$ cat src/rtl/m_imm_gen_pipe.sv
// Purpose : pipelined immediate generator; decodes format from the opcode, sign-extends the
//           immediate to XLEN and computes pc + imm, then holds results in a two-entry skid buffer.
// Latency : 1 cycle (entry accepted at edge N is visible with o_valid=1 after edge N).
// Backpr. : valid/ready; o_in_ready is registered (= SKID empty), no comb path i_ready->o_in_ready.
// Ports   : w_clk/w_rst_n (sync active-low), i_valid/o_in_ready/i_ir/i_pc upstream,
//           i_flush drops everything, o_valid/i_ready/o_ir/o_imm/o_fmt/o_target downstream.
module m_imm_gen_pipe #(
  parameter int XLEN = 32
) (
  input  logic            w_clk,
  input  logic            w_rst_n,
  input  logic            i_valid,
  output logic            o_in_ready,
  input  logic [31:0]     i_ir,
  input  logic [XLEN-1:0] i_pc,
  input  logic            i_flush,
  output logic            o_valid,
  input  logic            i_ready,
  output logic [31:0]     o_ir,
  output logic [XLEN-1:0] o_imm,
  output logic [2:0]      o_fmt,
  output logic [XLEN-1:0] o_target
);

  localparam logic [2:0] FMT_NONE = 3'd0;
  localparam logic [2:0] FMT_I    = 3'd1;
  localparam logic [2:0] FMT_S    = 3'd2;
  localparam logic [2:0] FMT_B    = 3'd3;
  localparam logic [2:0] FMT_U    = 3'd4;
  localparam logic [2:0] FMT_J    = 3'd5;
  localparam logic [2:0] FMT_Z    = 3'd6;

  typedef struct packed {
    logic [31:0]     ir;
    logic [XLEN-1:0] imm;
    logic [2:0]      fmt;
    logic [XLEN-1:0] tgt;
  } ent_t;

  typedef enum logic [1:0] {S_EMPTY = 2'd0, S_ONE = 2'd1, S_FULL = 2'd2} state_t;

  // ---------------- input-side decode ----------------
  logic [2:0]      w_fmt;
  logic [31:0]     w_imm32;
  logic [XLEN-1:0] w_imm;
  ent_t            w_new;

  always_comb begin
    w_fmt = FMT_NONE;
    case (i_ir[6:0])
      7'b0000011, 7'b0010011, 7'b1100111: w_fmt = FMT_I;
      7'b0011011:                         w_fmt = (XLEN == 64) ? FMT_I : FMT_NONE;  // OP-IMM-32
      7'b0100011:                         w_fmt = FMT_S;
      7'b1100011:                         w_fmt = FMT_B;
      7'b0110111, 7'b0010111:             w_fmt = FMT_U;
      7'b1101111:                         w_fmt = FMT_J;
      7'b1110011:                         w_fmt = i_ir[14] ? FMT_Z : FMT_NONE;     // CSR immediate forms
      default:                            w_fmt = FMT_NONE;
    endcase
  end

  // 32-bit immediate; every signed format already carries ir[31] in bit 31,
  // and Z leaves bit 31 clear, so one sign extension serves all formats.
  always_comb begin
    w_imm32 = 32'd0;
    case (w_fmt)
      FMT_I:   w_imm32 = {{20{i_ir[31]}}, i_ir[31:20]};
      FMT_S:   w_imm32 = {{20{i_ir[31]}}, i_ir[31:25], i_ir[11:7]};
      FMT_B:   w_imm32 = {{19{i_ir[31]}}, i_ir[31], i_ir[7], i_ir[30:25], i_ir[11:8], 1'b0};
      FMT_U:   w_imm32 = {i_ir[31:12], 12'd0};
      FMT_J:   w_imm32 = {{11{i_ir[31]}}, i_ir[31], i_ir[19:12], i_ir[20], i_ir[30:21], 1'b0};
      FMT_Z:   w_imm32 = {27'd0, i_ir[19:15]};
      default: w_imm32 = 32'd0;
    endcase
  end

  if (XLEN == 64) begin : g_ext64
    assign w_imm = {{32{w_imm32[31]}}, w_imm32};
  end else begin : g_ext32
    assign w_imm = w_imm32;
  end

  assign w_new.ir  = i_ir;
  assign w_new.imm = w_imm;
  assign w_new.fmt = w_fmt;
  assign w_new.tgt = i_pc + w_imm;  // wraps mod 2^XLEN

  // ---------------- skid buffer control ----------------
  state_t r_state;
  state_t w_state_nxt;
  logic   r_in_ready;
  ent_t   r_main;
  ent_t   r_skid;
  logic   w_acc;
  logic   w_deq;
  logic   w_ld_main_new;
  logic   w_ld_main_skid;
  logic   w_ld_skid;

  assign w_acc = i_valid & r_in_ready;
  assign w_deq = (r_state != S_EMPTY) & i_ready;

  // state register
  always_ff @(posedge w_clk) begin
    if (!w_rst_n) begin
      r_state    <= S_EMPTY;
      r_in_ready <= 1'b1;
    end else begin
      r_state    <= w_state_nxt;
      r_in_ready <= (w_state_nxt != S_FULL);
    end
  end

  // next-state logic; flush overrides everything
  always_comb begin
    w_state_nxt = r_state;
    if (i_flush) begin
      w_state_nxt = S_EMPTY;
    end else begin
      case (r_state)
        S_EMPTY: if (w_acc) w_state_nxt = S_ONE;
        S_ONE: begin
          if (w_acc && !w_deq)      w_state_nxt = S_FULL;
          else if (!w_acc && w_deq) w_state_nxt = S_EMPTY;
        end
        S_FULL:  if (w_deq) w_state_nxt = S_ONE;
        default: w_state_nxt = S_EMPTY;
      endcase
    end
  end

  // output / load-enable logic
  always_comb begin
    o_valid        = (r_state != S_EMPTY);
    w_ld_main_new  = 1'b0;
    w_ld_main_skid = 1'b0;
    w_ld_skid      = 1'b0;
    if (!i_flush) begin
      case (r_state)
        S_EMPTY: w_ld_main_new = w_acc;
        S_ONE: begin
          w_ld_main_new = w_acc & w_deq;
          w_ld_skid     = w_acc & ~w_deq;
        end
        S_FULL:  w_ld_main_skid = w_deq;
        default: ;
      endcase
    end
  end

  // data registers hold their value while invalid
  always_ff @(posedge w_clk) begin
    if (!w_rst_n) begin
      r_main <= '0;
      r_skid <= '0;
    end else begin
      if (w_ld_main_new)       r_main <= w_new;
      else if (w_ld_main_skid) r_main <= r_skid;
      if (w_ld_skid)           r_skid <= w_new;
    end
  end

  assign o_in_ready = r_in_ready;
  assign o_ir       = r_main.ir;
  assign o_imm      = r_main.imm;
  assign o_fmt      = r_main.fmt;
  assign o_target   = r_main.tgt;

endmodule

$ cat config.mk
export PLATFORM = sky130hd
export DESIGN_NAME = m_imm_gen_pipe
export DESIGN_NICKNAME = d
export VERILOG_FILES = /design/src/rtl/m_imm_gen_pipe.sv
export SDC_FILE = /design/constraint.sdc
export NUM_CORES = 1
export LEC_CHECK = 0
export BUFFER_PORTS_ARGS = -buffer_cell sky130_fd_sc_hd__buf_4
export CORE_MARGIN = 2
export CORE_UTILIZATION = 40
export CTS_CLUSTER_SIZE = 40
export DETAILED_ROUTE_END_ITERATION = 12
export PLACE_DENSITY_LB_ADDON = 0.12
export SLEW_MARGIN = 40
export SYNTH_ARGS = -nofsm -noshare
export SYNTH_HDL_FRONTEND = slang
export SYNTH_SLANG_ARGS = --single-unit
$ cat constraint.sdc
create_clock -name w_clk -period 5.6 [get_ports w_clk]
set_input_delay 1.12 -clock w_clk [delete_from_list [all_inputs] [get_ports w_clk]]
set_output_delay 1.12 -clock w_clk [all_outputs]
set_load 0.01 [all_outputs]
==> results.yml <==
drt:
  postRouteAntennaNets: 0
  detailedRoute.firstIterationViolations: 729
  average_detailed_routed_wire_length_per_instance_um: 19.19
  routed_via_density: 5.668
  drt_first_pass_iters: 5
  drc_errors: 0
  detail_route.wirelength_um: 31680
  dr_total_vias: 9358
cts:
  clock-sinks: 201
  tritoncts_buffers: 24
  clock_tree.htree_level_count: 1
  cts_hold_repair.buffers: 0
  worst_setup_hold_path_clk_slew_ps: 60
  deepest_clock_path_buffer_count: 3
  post_cts.repair.setup_buffers: 0
  clk-insertion-delay-late_ps: 510
  post_cts_resize_count: 0
  clock_tree_from_tritoncts: "built"
  cts.root.buffer_cell: "sky130_fd_sc_hd__clkbuf_16"
min_path:
  timing.hold.worst.class: "flip-flop to flip-flop"
finish:
  commonest_cells_after_routing_fill_and_taps_aside: "sky130_fd_sc_hd__nand2_1, sky130_fd_sc_hd__dfxtp_1, sky130_fd_sc_hd__buf_4"
  drive_gt1_share_pct: 19.52
  finalCoreUtilization_pct: 50.62
  design.final.nets: 1417
  num_antenna_cells: 0
  most_common_cell_after_layout_fill_and_taps_aside: "sky130_fd_sc_hd__nand2_1"
  syn_to_final_growth_pct: 23.28
setup_path:
  cp_data_arrival_time_ps: 5040
  path_delay_family: "compound AO/OA/AOI/OAI gates"
  r2r_slack_ps: 3140
  required_ps: 6030
  timing.rr.start: "o_in_ready$_SDFF_PN1_"
  critical_path_class: "input port to flip-flop"
  ff2ff_path_depth: 7
  critical_path_depth: 16
  crit_path_end_kind: "flip-flop"
  cp-startpoint: "i_ir[3]"
  timing.critical_path.slowest_cell_delay_ps: 440
  crit_slowest_cell: "sky130_fd_sc_hd__or3b_1"
  path_cells: "buf_4, or3b_1, a21oi_4, nor2b_4, o21a_4, a21oi_1, inv_1, ha_1, a21oi_1, o21ai_0, a211oi_2, a31oi_1, or3_1, a21oi_1, nand4_1, o221ai_1"
  crit_top_cell: "sky130_fd_sc_hd__a21oi_1"
  timing_endpoint_of_the_critical_path: "r_skid[24]$_SDFFE_PN0P_"
  crit-reg2reg-capture: "r_skid[24]$_SDFFE_PN0P_"
  path_max_fanout: 12
  critical_path.startpoint_type: "input port"
  critical_path_buf_inv_count: 2
place:
  detailed_place_hpwl_um: 21310
  gp_congestion: 0.8778
  number_of_port_buffers: 169
die:
  die_x_um: 159.7
  initial_utilization_pct: 41.06
  ios: 170
  core-area_mm2: 0.02361
  die_height_um: 159.7
  rows: 56
  die_area_mm2: 0.02550
timing:
  worst-slew-pin-transition_ps: 777.2
  timing.final.max_slew_violations: 0
  report.final.setup_viol: 0
  skew_ps: 4.832
  timing_hold_violations_final: 0
  setup-tns-final_ps: 0
  fmaxAchievable_ghz: 0.2171
  worst_slew_margin_rel_pct: 48.19
  period_needed_ps: 4607
  grt_setup_unrepaired: "false"
  hold-worst-slack_ps: 454.5
  final.period_utilization_pct: 82.27
global_routing:
  grt_util_all_layers_pct: 23.73
  initial_antenna_violation_count: 0
  via_count_of_the_first_global_routing_pass: 8403
  grt_max_degree: 92
  wire_length_of_the_first_global_routing_pass_um: 48690
  grt_overflow: 0
pwr:
  ir_worst_vdd_mv: 0.2019
  cellPowerDensity_mw_per_mm2: 282.6
  static_power_due_to_leakage_nw: 4.707
synthesis:
  synth_largest_type_area_fraction_pct: 41.50
  synth_top_cell_by_area: "sky130_fd_sc_hd__dfxtp_1"
  synth_top_cells_by_area: "sky130_fd_sc_hd__dfxtp_1, sky130_fd_sc_hd__a21oi_1, sky130_fd_sc_hd__nand2_1"
  synth_edf_count: 0
  syn_inst: 1197
  synth-seq-area-share_pct: 41.50
  netlist-cell-type-count: 79
  mappedNetlistNets: 1298
  synthesis.area_mm2: 0.009696
  ys_seq_elements: 201
  ys_warnings: 0
  dominantRegCellSynth: "sky130_fd_sc_hd__dfxtp_1"
  syn_avg_cell_area_um2: 8.100
  ys_async_sr_fraction_pct: 0
job:
  maxCapViolCount: 0
outcome:
  run_status: "finished clean"
how the worst min path moves through the flow:
stage / start / endpoint / slack, ps / depth (start not counted)
floorplan: r_skid[26]$_SDFFE_PN0P_ / r_skid[26]$_SDFFE_PN0P_ / 430 / 2
global placement: r_skid[26]$_SDFFE_PN0P_ / r_skid[26]$_SDFFE_PN0P_ / 440 / 2
detailed placement: r_skid[98]$_SDFFE_PN0P_ / r_skid[98]$_SDFFE_PN0P_ / 450 / 2
CTS: o_fmt[1]$_SDFFE_PN0P_ / o_fmt[1]$_SDFFE_PN0P_ / 460 / 2
global route: o_ir[6]$_SDFFE_PN0P_ / o_ir[6]$_SDFFE_PN0P_ / 470 / 2
finish: o_ir[3]$_SDFFE_PN0P_ / o_ir[3]$_SDFFE_PN0P_ / 450 / 2
cell families after synthesis:
| family | share of synthesized area (%) |
|---|---|
| AOI/OAI and AO/OA | 28.49 |
| and+or+nand+nor | 18.43 |
| DFF | 41.50 |
| buffers and inverters | 4.930 |
| adders and majority gates | 4.207 |
| xor gates and xnor gates | 1.897 |
| muxes | 0.5420 |
worst min-delay path, cell delays in order, from the launching register on:
cell	delay, ps
sky130_fd_sc_hd__dfxtp_1	310
sky130_fd_sc_hd__nand2_1	50
sky130_fd_sc_hd__a21oi_1	50
sequential cells by signal, summed over array words and instances, names as in the netlist:
name and cells:
r_state 2, r_skid 99, o_imm 32, o_in_ready 1
o_fmt 3, o_ir 32, o_target 32
layout make-up:
class | instances | area (µm²)
multi-input cells | 876 | 5234
flip-flops and latches | 201 | 4024
clock inverters | 10 | 60.06
repair buffers | 183 | 1406
well taps | 319 | 399.1
inverters | 30 | 117.6
clock buffers | 32 | 711.9
fillers | 2331 | 11660
synth_stat cells (all sizes together), types with 3 or more instances:
cell	n
dfxtp	201
buf	21
xnor2	12
o221ai	5
nor3	15
a211oi	34
ha	31
o21a	27
or3	8
a222oi	5
a21o	10
nand2b	7
nor2	96
a31oi	8
o21ai	26
a21oi	172
xor2	9
clkbuf	69
or2	5
mux2i	3
o22ai	3
a22oi	90
o2111ai	4
nand4	15
nand2	206
nand3	21
o31ai	3
a221oi	7
nor2b	14
and2	3
inv	30
report_power, final:
part	switching, W	internal [W]	leakage (nW)
combinational	0.000233	0.000149	2.70
sequential	0.0000215	0.00147	1.63
clock	0.000621	0.000888	0.376
metal layers:
layer / global-route usage (%) / up-vias / routed length (µm)
li1: - / 4539 / -
met1: 34.37 / 4430 / 14610
met2: 36.56 / 344 / 14130
met3: 3.740 / 45 / 2135
met4: 6.488 / 0 / 801
met5: 0 / - / 0
per-stage QoR:
step / instances / setup slack [ps] / total power, W / area, µm²
final: 1651 / 992.8 / 0.003378 / 11950
after global routing: 1651 / 757.2 / 0.003500 / 11950
after CTS: 1650 / 1076 / 0.003401 / 11920
after detailed placement: 1608 / 564.1 / 0.001898 / 11150
after global placement: 1608 / 588.9 / 0.001898 / 11140
after floorplan: 1197 / 1328 / 0.001726 / 9696
(Power assumes the default switching activity.)
